==> src/rtl/ps2_stim_gen.sv <==
// PS/2 device-side stimulus generator: byte FIFO feeding an 11-bit frame serialiser.
// Define PS2_STIM_PERR_EN to add the inj_parity_err port for parity-error injection.
module ps2_stim_gen #(
  parameter int DEPTH    = 8,
  parameter int HALF_DIV = 4,
  parameter int GAP      = 16,
  parameter int CNT_W    = 16
) (
  input  logic             clk,
  input  logic             reset,
  input  logic [7:0]       in_data,
  input  logic             in_valid,
  output logic             in_ready,
  output logic             ps2_clk,
  output logic             ps2_dat,
  output logic             busy,
  output logic [CNT_W-1:0] frames_sent
`ifdef PS2_STIM_PERR_EN
  ,
  input  logic             inj_parity_err
`endif
);

  localparam int AW = $clog2(DEPTH);
  localparam int CW = $clog2(2 * HALF_DIV);
  localparam int GW = (GAP > 1) ? $clog2(GAP) : 1;

  localparam logic [AW:0]   FULL_CNT  = (AW + 1)'(DEPTH);
  localparam logic [CW-1:0] HALF      = CW'(HALF_DIV);
  localparam logic [CW-1:0] CELL_LAST = CW'(2 * HALF_DIV - 1);
  localparam logic [GW-1:0] GAP_LAST  = GW'((GAP > 0) ? GAP - 1 : 0);

  typedef enum logic [1:0] {
    S_IDLE,
    S_SHIFT,
    S_GAP
  } state_t;

  state_t r_state;
  state_t w_next;

  logic [7:0]      r_mem [DEPTH];
  logic [AW-1:0]   r_wptr;
  logic [AW-1:0]   r_rptr;
  logic [AW:0]     r_count;

  logic [10:0]     r_shift;
  logic [3:0]      r_bit;
  logic [CW-1:0]   r_cyc;
  logic [GW-1:0]   r_gap;
  logic [CNT_W-1:0] r_frames;
  logic            r_clk;
  logic            r_dat;

  logic            w_full;
  logic            w_empty;
  logic            w_push;
  logic            w_pop;
  logic            w_done;
  logic            w_clk_nxt;
  logic            w_dat_nxt;
  logic [7:0]      w_rd;
  logic            w_par;

  assign w_full  = (r_count == FULL_CNT);
  assign w_empty = (r_count == '0);
  assign w_push  = in_valid && !w_full;
  assign w_rd    = r_mem[r_rptr];

`ifdef PS2_STIM_PERR_EN
  assign w_par = ~^w_rd ^ inj_parity_err;
`else
  assign w_par = ~^w_rd;
`endif

  assign in_ready    = !w_full;
  assign busy        = (r_state != S_IDLE) || !w_empty;
  assign frames_sent = r_frames;
  assign ps2_clk     = r_clk;
  assign ps2_dat     = r_dat;

  always_ff @(posedge clk) begin
    if (w_push) begin
      r_mem[r_wptr] <= in_data;
    end
  end

  always_ff @(posedge clk or posedge reset) begin
    if (reset) begin
      r_wptr  <= '0;
      r_rptr  <= '0;
      r_count <= '0;
    end else begin
      if (w_push) begin
        r_wptr <= r_wptr + AW'(1);
      end
      if (w_pop) begin
        r_rptr <= r_rptr + AW'(1);
      end
      unique case ({w_push, w_pop})
        2'b10:   r_count <= r_count + (AW + 1)'(1);
        2'b01:   r_count <= r_count - (AW + 1)'(1);
        default: r_count <= r_count;
      endcase
    end
  end

  always_ff @(posedge clk or posedge reset) begin
    if (reset) begin
      r_state <= S_IDLE;
    end else begin
      r_state <= w_next;
    end
  end

  always_comb begin
    w_next    = r_state;
    w_pop     = 1'b0;
    w_done    = 1'b0;
    w_clk_nxt = 1'b1;
    w_dat_nxt = 1'b1;
    unique case (r_state)
      S_IDLE: begin
        if (!w_empty) begin
          w_pop  = 1'b1;
          w_next = S_SHIFT;
        end
      end
      S_SHIFT: begin
        w_clk_nxt = (r_cyc < HALF);
        w_dat_nxt = r_shift[0];
        if (r_cyc == CELL_LAST && r_bit == 4'd10) begin
          w_done = 1'b1;
          w_next = (GAP == 0) ? S_IDLE : S_GAP;
        end
      end
      S_GAP: begin
        if (r_gap == GAP_LAST) begin
          w_next = S_IDLE;
        end
      end
      default: w_next = S_IDLE;
    endcase
  end

  // Lines are registered copies of the FSM's view, so they lag it by one cycle.
  always_ff @(posedge clk or posedge reset) begin
    if (reset) begin
      r_shift  <= '0;
      r_bit    <= '0;
      r_cyc    <= '0;
      r_gap    <= '0;
      r_frames <= '0;
      r_clk    <= 1'b1;
      r_dat    <= 1'b1;
    end else begin
      r_clk <= w_clk_nxt;
      r_dat <= w_dat_nxt;
      if (w_pop) begin
        r_shift <= {1'b1, w_par, w_rd, 1'b0};
        r_bit   <= '0;
        r_cyc   <= '0;
      end else if (r_state == S_SHIFT) begin
        if (r_cyc == CELL_LAST) begin
          r_cyc   <= '0;
          r_bit   <= r_bit + 4'd1;
          r_shift <= {1'b1, r_shift[10:1]};
        end else begin
          r_cyc <= r_cyc + CW'(1);
        end
      end
      if (r_state == S_GAP) begin
        r_gap <= r_gap + GW'(1);
      end else begin
        r_gap <= '0;
      end
      if (w_done) begin
        r_frames <= r_frames + CNT_W'(1);
      end
    end
  end

endmodule

==> config.mk <==
export PLATFORM = sky130hd
export DESIGN_NAME = ps2_stim_gen
export DESIGN_NICKNAME = d
export VERILOG_FILES = /design/src/rtl/ps2_stim_gen.sv
export SDC_FILE = /design/constraint.sdc
export NUM_CORES = 1
export LEC_CHECK = 0
export ABC_CLOCK_PERIOD_IN_PS = 7610
export BUFFER_PORTS_ARGS = -buffer_cell sky130_fd_sc_hd__buf_2
export CORE_ASPECT_RATIO = 1.5
export CORE_MARGIN = 3
export CORE_UTILIZATION = 50
export CTS_BUF_LIST = sky130_fd_sc_hd__clkbuf_8
export DETAILED_ROUTE_END_ITERATION = 8
export PLACE_DENSITY = 0.68
export SYNTH_ARGS = -nofsm -noshare
export SYNTH_HDL_FRONTEND = slang
export SYNTH_SLANG_ARGS = --single-unit
==> constraint.sdc <==
create_clock -name clk -period 7.61 [get_ports clk]
set_input_delay 0.761 -clock clk [delete_from_list [all_inputs] [get_ports clk]]
set_output_delay 0.761 -clock clk [all_outputs]
set_load 0.01 [all_outputs]
======== Word level (Yosys, flattened, before mapping) ========
Memories as Yosys holds them, arrays and structs flattened.
Cells that the tools add are included.
word-level totals
  register bits after elaboration ......... 52
  RAM bits ................................ 64
  input bits .............................. 11
  word-level logic and storage cells ...... 69
  memories kept ........................... 1
memory list
  name   depth  bits a word  rd ports  clocked after Yosys merged registers in  wr ports  line  source
  r_mem  8      8            1         0                                        1         42    logic [7:0] r_mem [DEPTH];
operators by class
  $add $sub $neg .......................... 8
  order comparisons ....................... 1
  equal/unequal tests ..................... 11
  mux-type cells .......................... 23
  reductions and logical operators ........ 14
operators by type and width
  operator                 number
  $mux W11                 3
  $add A16 B1 Y16 const B  1
  $mux W4                  4
  $add A4 B1 Y4 const B    3
  $eq A4 B4 Y1 const B     3
  $add A3 B1 Y3 const B    3
  $mux W3                  3
  $mux W1                  8
  $pmux W4 S2              1
  $reduce_bool A2 Y1       4
  $reduce_xnor A8 Y1       1
  $mux W2                  3
  $ne A2 B2 Y1 const B     3
  $pmux W2 S3              1
  $eq A2 B1 Y1 const B     2
  $eq A2 B2 Y1 const B     2
  $logic_not A4 Y1         1
  $sub A4 B1 Y4 const B    1
  $eq A3 B3 Y1 const B     1
  $lt A3 B3 Y1 const B     1
  $reduce_and A3 Y1        1
  $logic_and A1 B1 Y1      2
  $logic_not A1 Y1         2
  $logic_not A2 Y1         1
  other kinds (2)          2

======== Logic depth before layout (Yosys ltp) ========
Gate-level depths: netlist of the first run.
  depth in word-level cells ............... 5
  depth in mapped cells ................... 13
  mapped depth without buffers ............ 10

======== Worst setup path before layout of the first run ========
No wires, ideal clock.
  kind .................................... flip-flop to flip-flop
  from .................................... register r_count[1]
  to ...................................... register r_count[2]
  arrival ................................. 2.541 ns
  data required time ...................... 7.485 ns
  setup slack ............................. 4.943 ns
  cell stages (with the launch flop) ...... 14
  path buffers ............................ 3
  clock period less this slack ............ 2.667 ns
  cell sequence ........................... dfrtp_1 > clkbuf_1 > nor4_1 > nand2b_1 > clkbuf_1 > inv_2 > clkbuf_1 > ha_1 > xor2_1 > ha_1 > a21oi_1 > xor2_1 > nor2_1 > xor2_1
on the way
  word-level cells in the longest chain between the ends .. 5
ends and longest elaborated chain
  what                                               line     source
  start: declaration                                 45       logic [AW:0] r_count;
  start signal: assignment                           101      2'b10: r_count <= r_count + (AW + 1)'(1);
  start signal: assignment                           102      2'b01: r_count <= r_count - (AW + 1)'(1);
  start signal: assignment                           103      default: r_count <= r_count;
  $logic_not A4 Y1 or $eq A4 B4 Y1 (tied branches)   66, 65
  $mux W1 or $logic_not A1 Y1 (tied branches)        124, 67
  $mux W1 or $logic_and A1 B1 Y1 (tied branches)     122, 67
  $eq A2 B1 Y1 or $eq A2 B2 Y1 (tied branches)       100      unique case ({w_push, w_pop})
  $pmux W4 S2 or $reduce_bool A2 Y1 (tied branches)  -
Parallel ways exist; a longest one is shown, timed or not.
A chain may end at the register's enable or synchronous reset.

======== Worst setup path after layout of the first run ========
Same ends and word-level chain as after synthesis.

==> flow_summary.toml, run 1 <==
[run_status]
status = "completed"

[finish]
fin_nets = 397
instances_no_fill = 503
fin_util_pct = 58.08
design_area_mm2 = 0.005628
num_antenna_cells = 0
final_common_cell = "edfxtp_1"
syn_to_final_growth_pct = 13.13
final_cell_mix = "edfxtp_1 (64), dfrtp_1 (50), nand2_1 (43)"
drive_gt1_share_pct = 21.13

[routing]
via_count = 2748
drcViolationCount = 0
ant_nets = 0
drt_iter0_drc = 145
wl_per_cell_um = 16.75
vias_per_cell = 5.463
drtPass1Iterations = 4
routed_wirelength_um = 8426

[critical_path]
start_kind = "flop"
crit_top_cell = "xor2_1"
worstSetupPathType = "reg -> reg"
critPathSlowestCell = "nand2b_1"
reg2reg_depth = 10
cp_cell_sequence = "nor4_1 -> nand2b_1 -> inv_2 -> ha_1 -> xor2_1 -> ha_1 -> a21oi_1 -> xor2_1 -> nor2_1 -> xor2_1"
r2r_slack_ns = 4.60
rr_endpoint = "r_count[2]"
critPathCaptureType = "flop"
crit_fanout = 19
worst_ep_arrival_time_ns = 3.32
cp_slowest_stage_delay_ns = 0.58
reg2reg_from = "r_count[1]"
worstPathRequired_ns = 7.92

[clock_network]
htreeDepth = 4
clk_path_buf_depth = 2
ctsHoldBuffers = 0
cts_setup_buffers = 0
clockRootBuffer = "clkbuf_8"
clk_latency_ns = 0.42
cts_resized = 0
cts_buffers = 17
cts_tree = "done"
cts_sinks = 116
clk_pin_slew_ns = 0.07

[pwr]
cellPowerDensity_mw_per_mm2 = 377.0
p_leak_nw = 2.310
irDropWorstVdd_mv = 0.1919
power.total_mw = 2.122

[synth]
synth_seq_cells = 116
synth_edf_count = 64
syn_avg_cell_area_um2 = 14.81
synth-async-reset-ratio_pct = 44.83
netlist_area_mm2 = 0.004975
synth-seq-area-share_pct = 64.84
synth_cell_types = 41
netlist_instances = 336
ys_warn_count = 0
synthFlopType = "edfxtp_1"
syn_nets = 358

[global_route]
grt_max_degree = 53
antenna_found_initial = 0
grt_usage_pct = 16.57
grt_pass1_wl_um = 13750
grt_pass1_vias = 2813
grt-ovfl-total = 0

[die]
io_pins = 31
die-width_um = 87.45
dieArea_mm2 = 0.01121
core.rowCount = 44
die_h_um = 128.2
initial_core_util_pct = 51.34
core_mm2 = 0.009689

[min_path]
min_to = "ps2_clk"
hp-class = "reg -> reg"
hold_path_depth = 1
hold_start = "r_cyc[2]"

[placement]
port_buffers = 30
place_area_mm2 = 0.005196
place_hpwl_um = 5500
gp_congestion = 0.7438
place_inst = 471

[sta]
slew_violations = 0
tns_ns = 0
rsz0062_at_grt = "no"
timing_hold_violations_final = 0
fin_crit_sh_pct = 39.61
max_slew_margin_pct = 28.13
setup_viol = 0
fin_crit_ns = 3.014
finClkSkew_ns = 0.007246
worst_pin_slew_ns = 1.078
fmax_mhz = 331.8

[run]
maxCapViolations = 0
[cells by family after synthesis]
kind of cell | share of synthesized area (%)
buffers and inverters | 2.062
adders and majority gates | 2.767
DFF | 64.84
muxes | 10.59
xor gates and xnor gates | 6.992
AOI/OAI and AO/OA | 2.339
and+or+nand+nor | 10.41
[through the flow]
stage          hold slack (ns)  setup WS (ns)
2_1_floorplan           0.3998          4.943
3_3_place_gp            0.4122          4.666
3_5_place_dp            0.4380          4.566
4_1_cts                 0.4551          4.561
5_1_grt                 0.4710          4.339
6_report                0.4557          4.596
[critical path: cells and delay by family, from the launching register on]
family          cells  cell delay (ns)
simple gates        3             1.06
fa+ha+maj           2             0.50
flops               1             0.46
xor+xnor            3             0.46
buf+inv             1             0.28
compound gates      1             0.15
[worst max-delay path by stage]
stage / from / to / slack (ns) / cells past startpoint
detailed placement: r_count[1] / r_count[2] / 4.57 / 10
global route: r_count[1] / r_count[2] / 4.34 / 10
floorplan: r_count[1] / r_count[2] / 4.94 / 13
CTS: r_count[1] / r_count[2] / 4.56 / 10
finish: r_count[1] / r_count[2] / 4.60 / 10
global placement: r_count[1] / r_count[2] / 4.67 / 10
[cells in the mapped netlist, drive strengths merged (2+ instances only)]
library cell | instances | share of area, %
a211oi | 3 | 0.45
a21oi | 6 | 0.60
a31oi | 6 | 0.75
and3 | 5 | 0.63
and4 | 2 | 0.35
buf | 5 | 1.2
clkbuf | 7 | 0.53
dfrtp | 50 | 25
dfstp | 2 | 1.1
edfxtp | 64 | 39
ha | 11 | 2.8
inv | 4 | 0.30
mux2 | 9 | 2.2
mux2i | 2 | 0.40
mux4 | 16 | 8.0
nand2 | 43 | 3.2
nand2b | 7 | 0.88
nand3 | 9 | 0.91
nand4 | 3 | 0.38
nor2 | 29 | 2.2
nor3 | 4 | 0.40
o21ai | 4 | 0.40
xnor2 | 22 | 4.7
xor2 | 13 | 2.3
[layer usage]
layer  up-vias  GRT usage (%)  routed length [µm]
met4         0          6.504                 116
met3        12          5.016                 289
li1       1305              -                   -
met2        56          28.77                4546
met1      1375          18.79                3474
met5         -              0                   0
[final cells by class]
type / count / area, µm²
tap: 115 / 143.9
inverter: 4 / 15.01
clock buffer: 17 / 234.0
multi-input combinational: 204 / 1647
fill: 792 / 4061
clock inverter: 15 / 197.7
timing repair buffer: 32 / 165.2
sequential: 116 / 3226
[flip-flops by register name, indices dropped and copies added, names as in the netlist]
signal and count:
frames_sent 16, ps2_clk 1, ps2_dat 1, r_bit 4, r_count 4, r_cyc 3
r_gap 4, r_mem 64, r_rptr 3, r_shift 11, r_state 2, r_wptr 3
[power breakdown]
group	internal, mW	total, mW	switching (mW)
Combinational	0.317	0.589	0.273
Sequential	0.799	0.918	0.120
Clock	0.381	0.614	0.233
Total	1.50	2.12	0.625
Power figures use the tool's default switching activity.
==> run 2: changes to the inputs <==
--- a/config.mk
+++ b/config.mk
@@ -5,14 +5,15 @@
 export SDC_FILE = /design/constraint.sdc
 export NUM_CORES = 1
 export LEC_CHECK = 0
-export ABC_CLOCK_PERIOD_IN_PS = 7610
+export ABC_AREA = 1
+export ABC_CLOCK_PERIOD_IN_PS = 3110
 export BUFFER_PORTS_ARGS = -buffer_cell sky130_fd_sc_hd__buf_2
 export CORE_ASPECT_RATIO = 1.5
 export CORE_MARGIN = 3
 export CORE_UTILIZATION = 50
 export CTS_BUF_LIST = sky130_fd_sc_hd__clkbuf_8
 export DETAILED_ROUTE_END_ITERATION = 8
-export PLACE_DENSITY = 0.68
+export PLACE_DENSITY = 0.67
 export SYNTH_ARGS = -nofsm -noshare
 export SYNTH_HDL_FRONTEND = slang
 export SYNTH_SLANG_ARGS = --single-unit
==> constraint.sdc (replaced) <==
create_clock -name clk -period 3.11 [get_ports clk]
set_input_delay 0.311 -clock clk [delete_from_list [all_inputs] [get_ports clk]]
set_output_delay 0.311 -clock clk [all_outputs]
set_load 0.01 [all_outputs]
==> flow_summary.toml, run 2 <==
[clock_network]
clk_latency_ns = 0.44
cts_setup_buffers = 0
clk_pin_slew_ns = 0.07
cts_sinks = 116
clockRootBuffer = "clkbuf_8"
clk_path_buf_depth = 2
cts_tree = "done"
ctsHoldBuffers = 0
cts_buffers = 17
htreeDepth = 4
cts_resized = 0

[finish]
final_cell_mix = "nand2_1 (199), inv_1 (88), edfxtp_1 (64)"
largest_reg_flops = 64
regArea_mm2 = 0.003226
num_antenna_cells = 0
syn_to_final_growth_pct = 12.47
fill_cells = 937
multi_input_area_mm2 = 0.001838
final_common_cell = "nand2_1"
fin_nets = 661
regMostFlops = "r_mem"
drive_gt1_share_pct = 13.96

[synth]
synth_top_area_cell = "edfxtp_1"
syn_nets = 619
synth-seq-area-share_pct = 58.55
synthFlopType = "edfxtp_1"
synth-async-reset-ratio_pct = 44.83
synthTopCellsByArea = "edfxtp_1 (35%), dfrtp_1 (23%), nand2_1 (14%)"
netlist_area_mm2 = 0.005509
synth_common_cells = "nand2_1 (199), inv_1 (88), edfxtp_1 (64)"
synth_edf_count = 64
synth_top_area_share_pct = 34.89
ys_warn_count = 0
netlist_instances = 597
synth_seq_cells = 116
syn_avg_cell_area_um2 = 9.228
yosysMostFrequentCell = "nand2_1"
synth_cell_types = 33

[routing]
wl_per_cell_um = 13.60
ant_nets = 0
via_count = 3898
vias_per_cell = 4.897
drtPass1Iterations = 6
drcViolationCount = 0
routed_wirelength_um = 10830
drt_iter0_drc = 253

[sta]
slew_violations = 0
fmax_mhz = 455.9
fin_crit_ns = 2.193
worst_pin_slew_ns = 1.068
timing_hold_violations_final = 0
rsz0062_at_grt = "no"
max_slew_margin_pct = 28.71
tns_ns = 0
finClkSkew_ns = 0.01330
setup_viol = 0
fin_crit_sh_pct = 70.53

[critical_path]
start_kind = "flop"
reg2reg_depth = 11
rr_endpoint = "r_count[3]"
cp-endpoint = "r_count[3]"
r2r_slack_ns = 0.92
worstSetupPathType = "reg -> reg"
critPathCaptureType = "flop"
cp_cell_sequence = "nor2_1 -> nand3_1 -> and2_1 -> ha_1 -> nand2_1 -> inv_1 -> nor2_1 -> nand3_1 -> o31ai_1 -> o211ai_1 -> xor2_1"
crit_fanout = 9
cp_slowest_stage_delay_ns = 0.42
cp-startpoint = "r_count[1]"
worst_ep_arrival_time_ns = 2.51
worstPathRequired_ns = 3.42
reg2reg_from = "r_count[1]"
critPathSlowestCell = "dfrtp_1"

[global_route]
grt-ovfl-total = 0
grt_usage_pct = 18.98
grt_use_met3_pct = 4.404
grt_max_degree = 53
antenna_found_initial = 0
met1_usage_pct = 22.16
top_usage_layer = "met2"
use_met2_pct = 32.29
grt_pass1_wl_um = 18060
grt_pass1_vias = 3856

[die]
initial_core_util_pct = 51.74
die-width_um = 91.71
core_mm2 = 0.01065
io_pins = 31
core.rowCount = 46
die_h_um = 134.6
dieArea_mm2 = 0.01234

[pwr]
power.total_mw = 3.667
cellPowerDensity_mw_per_mm2 = 591.8
irDropWorstVdd_mv = 0.3819
p_leak_nw = 3.021

[min_path]
hp-class = "in -> async"

[run_status]
status = "completed"

[placement]
place_hpwl_um = 7296
port_buffers = 30
gp_congestion = 0.7946

[run]
maxCapViolations = 0
[run 2: area by class of cell]
class / count / share of cell area [%]
Multi-Input combinational cell: 372 / 29.66
Tap cell: 144 / 2.908
Timing Repair Buffer: 41 / 3.756
Clock buffer: 17 / 3.776
Sequential cell: 116 / 52.06
Clock inverter: 15 / 2.282
Inverter: 91 / 5.553
[run 2: stage by stage]
step                      hold slack, ns  util (%)  area, µm²  setup WS (ns)  cells
final                             0.1378     58.19       6196         0.9166    796
after global routing              0.1289     58.19       6196         0.7160    796
after CTS                         0.1130     58.19       6196         0.9401    796
after detailed placement          0.4421     54.67       5821         0.9534    764
after global placement            0.4356     54.67       5821          1.095    764
after floorplan                   0.4037         -       5509          1.202    597
[run 2: per-layer routing]
| metal | wire (µm) | share of wire (%) |
|---|---|---|
| met5 | 0 | 0 |
| met4 | 160 | 1.5 |
| met3 | 389 | 3.6 |
| met2 | 5652 | 52 |
| met1 | 4622 | 43 |
[run 2: cells by family after synthesis]
family | count (synthesis) | synth area share, %
compound gates | 45 | 4.202
xor+xnor | 23 | 3.657
flops | 116 | 58.55
simple gates | 293 | 23.01
buf+inv | 109 | 8.085
fa+ha+maj | 11 | 2.498
[run 2: power by group]
group | switching, mW | internal, mW
Combinational | 0.326 | 0.159
Clock | 0.612 | 0.699
Sequential | 0.0694 | 1.80
Total | 1.01 | 2.66
[run 2: critical path, delay by kind of cell (launching register included)]
kind                     cells  cell delay [ns]
AO/OA/AOI/OAI                2             0.24
XOR/XNOR                     1             0.16
adder cells (fa/ha/maj)      1             0.27
buffers and inverters        1             0.05
flip-flops                   1             0.42
AND/OR/NAND/NOR              6             0.93
[run 2: worst min path at each step]
| stage | to | from | cells after the start | slack, ns |
|---|---|---|---|---|
| final | frames_sent[5] | reset | 2 | 0.14 |
| after global routing | r_mem[0][5] | in_data[5] | 1 | 0.13 |
| after CTS | r_mem[0][5] | in_data[5] | 1 | 0.11 |
| after detailed placement | ps2_clk | r_cyc[2] | 1 | 0.44 |
| after global placement | ps2_clk | r_cyc[2] | 1 | 0.44 |
| after floorplan | ps2_clk | r_cyc[2] | 1 | 0.40 |
==> run 3: changes to the inputs <==
--- a/config.mk
+++ b/config.mk
@@ -6,14 +6,14 @@
 export NUM_CORES = 1
 export LEC_CHECK = 0
 export ABC_AREA = 1
-export ABC_CLOCK_PERIOD_IN_PS = 3110
+export ABC_CLOCK_PERIOD_IN_PS = 2000
 export BUFFER_PORTS_ARGS = -buffer_cell sky130_fd_sc_hd__buf_2
 export CORE_ASPECT_RATIO = 1.5
 export CORE_MARGIN = 3
 export CORE_UTILIZATION = 50
 export CTS_BUF_LIST = sky130_fd_sc_hd__clkbuf_8
 export DETAILED_ROUTE_END_ITERATION = 8
-export PLACE_DENSITY = 0.67
+export PLACE_DENSITY = 0.7
 export SYNTH_ARGS = -nofsm -noshare
 export SYNTH_HDL_FRONTEND = slang
 export SYNTH_SLANG_ARGS = --single-unit
==> constraint.sdc (replaced) <==
create_clock -name clk -period 2 [get_ports clk]
set_input_delay 0.2 -clock clk [delete_from_list [all_inputs] [get_ports clk]]
set_output_delay 0.2 -clock clk [all_outputs]
set_load 0.01 [all_outputs]
==> flow_summary.toml, run 3 (synthesis gave the netlist of run 2 again) <==
[pwr]
power.total_mw = 6.185
p_leak_nw = 3.178
irDropWorstVdd_mv = 0.6959
cellPowerDensity_mw_per_mm2 = 949.4

[clock_network]
cts_sinks = 116
cts_buffers = 17
cts_tree = "done"
clk_path_buf_depth = 2
htreeDepth = 4
clockRootBuffer = "clkbuf_8"
clk_pin_slew_ns = 0.07
clk_latency_ns = 0.42

[placement]
gp_congestion = 0.8150
place_hpwl_um = 7471
port_buffers = 30
place_area_mm2 = 0.005916
place_inst = 775

[sta]
max_slew_margin_pct = 55.68
fmax_mhz = 510.3
setup_viol = 0
rsz0062_at_grt = "yes"
finClkSkew_ns = 0.005872
worst_pin_slew_ns = 0.6638
fin_crit_ns = 1.960
fin_crit_sh_pct = 97.99
timing_hold_violations_final = 0
fin_hold_ws_ns = 0.04022
slew_violations = 0

[die]
dieArea_mm2 = 0.01234
die_h_um = 134.6
core_mm2 = 0.01065
die-width_um = 91.71
initial_core_util_pct = 51.74
core.rowCount = 46
io_pins = 31

[finish]
num_antenna_cells = 0
final_common_cell = "nand2_1"
final_cell_mix = "nand2_1 (198), inv_1 (87), edfxtp_1 (64)"
fin_nets = 681
syn_to_final_growth_pct = 18.26
instances_no_fill = 816
largest_reg_flops = 64
fill_cells = 877
multi_input_area_mm2 = 0.001892
regMostFlops = "r_mem"
drive_gt1_share_pct = 17.86
design_area_mm2 = 0.006515
regArea_mm2 = 0.003227

[critical_path]
crit_fanout = 3
reg2reg_from = "r_cyc[0]"
worstSetupPathType = "reg -> reg"
critPathCaptureType = "flop"
worstPathRequired_ns = 2.31
r2r_slack_ns = 0.04
worst_ep_arrival_time_ns = 2.27
reg2reg_depth = 10
start_kind = "flop"
rr_endpoint = "frames_sent[15]"

[routing]
routed_wirelength_um = 10940
drcViolationCount = 0
drtPass1Iterations = 4
wl_per_cell_um = 13.41
drt_iter0_drc = 158
ant_nets = 0
vias_per_cell = 4.869
via_count = 3973

[global_route]
grt_max_degree = 32
grt_pass1_vias = 3820
grt_usage_pct = 18.69
grt_pass1_wl_um = 17860
grt-ovfl-total = 0
antenna_found_initial = 0

[min_path]
hold_start = "in_data[5]"
hold_path_depth = 1
hp-class = "in -> reg"
min_to = "r_mem[7][5]"

[run]
maxCapViolations = 0

[run_status]
status = "completed"
-- run 3: changes by cell type in the layout (fill, tap and decap cells not counted), sizes merged --
cell | previous run | this run
dlygate4sd3 | 0 | 1
buf | 41 | 60
bufinv | 2 | 5
clkinvlp | 5 | 4
clkinv | 6 | 3
inv | 93 | 94
-- run 3: metrics by stage --
stage | worst slack (ns) | util, % | TNS [ns]
after floorplan | 0.09211 | - | 0
after global placement | 0.1011 | 55.56 | 0
after detailed placement | 0.01094 | 55.56 | 0
after CTS | 0.01041 | 59.99 | 0
after global routing | -0.07140 | 61.19 | -0.2344
final | 0.04023 | 61.19 | 0
-- run 3: repair_timing --
item | 4_1_cts | 5_1_grt
setup buffers | 0 | 8
hold endpoints to repair | 27 | 0
setup endpoints to repair | 0 | 9
hold buffers | 1 | 0
resized for setup | 0 | 16
-- run 3: critical path, stage by stage, from the launching register on --
cell,delay (ns)
dfrtp_1,0.36
ha_2,0.19
ha_4,0.14
nand4_1,0.22
nor2_8,0.20
nand2_4,0.07
nor2_4,0.16
nand3_4,0.09
nor2_4,0.16
nand4_4,0.10
xnor2_2,0.15
-- run 3: layout make-up --
type                    instances  area share (%)
well taps                     144           2.766
clock inverters                15           3.495
clock buffers                  17           3.591
inverters                      91           5.358
repair buffers                 61           6.222
multi-input cells             372           29.04
flip-flops and latches        116           49.53
-- run 3: worst max path at each step --
stage	slack [ns]	depth (start not counted)	endpoint	start
6_report	0.04	10	frames_sent[15]	r_cyc[0]
5_1_grt	-0.07	10	frames_sent[15]	r_cyc[0]
4_1_cts	0.01	11	r_count[3]	r_count[1]
3_5_place_dp	0.01	11	r_count[3]	r_count[1]
3_3_place_gp	0.10	10	frames_sent[14]	r_cyc[0]
2_1_floorplan	0.09	12	r_count[3]	r_count[1]
-- run 3: layer usage --
layer | GRT usage (%) | vias to the layer above | wire length, µm
met4 | 8.512 | 0 | 246
met5 | 0 | - | 0
met1 | 21.61 | 1863 | 4459
met2 | 32.94 | 73 | 5868
met3 | 4.181 | 25 | 369
li1 | - | 2012 | -
-- run 3: power by group --
group	switching, mW	total, mW	leakage, nW	internal (mW)
clock network	0.990	2.49	0.217	1.50
registers	0.111	2.91	1.22	2.80
logic	0.505	0.788	1.74	0.282
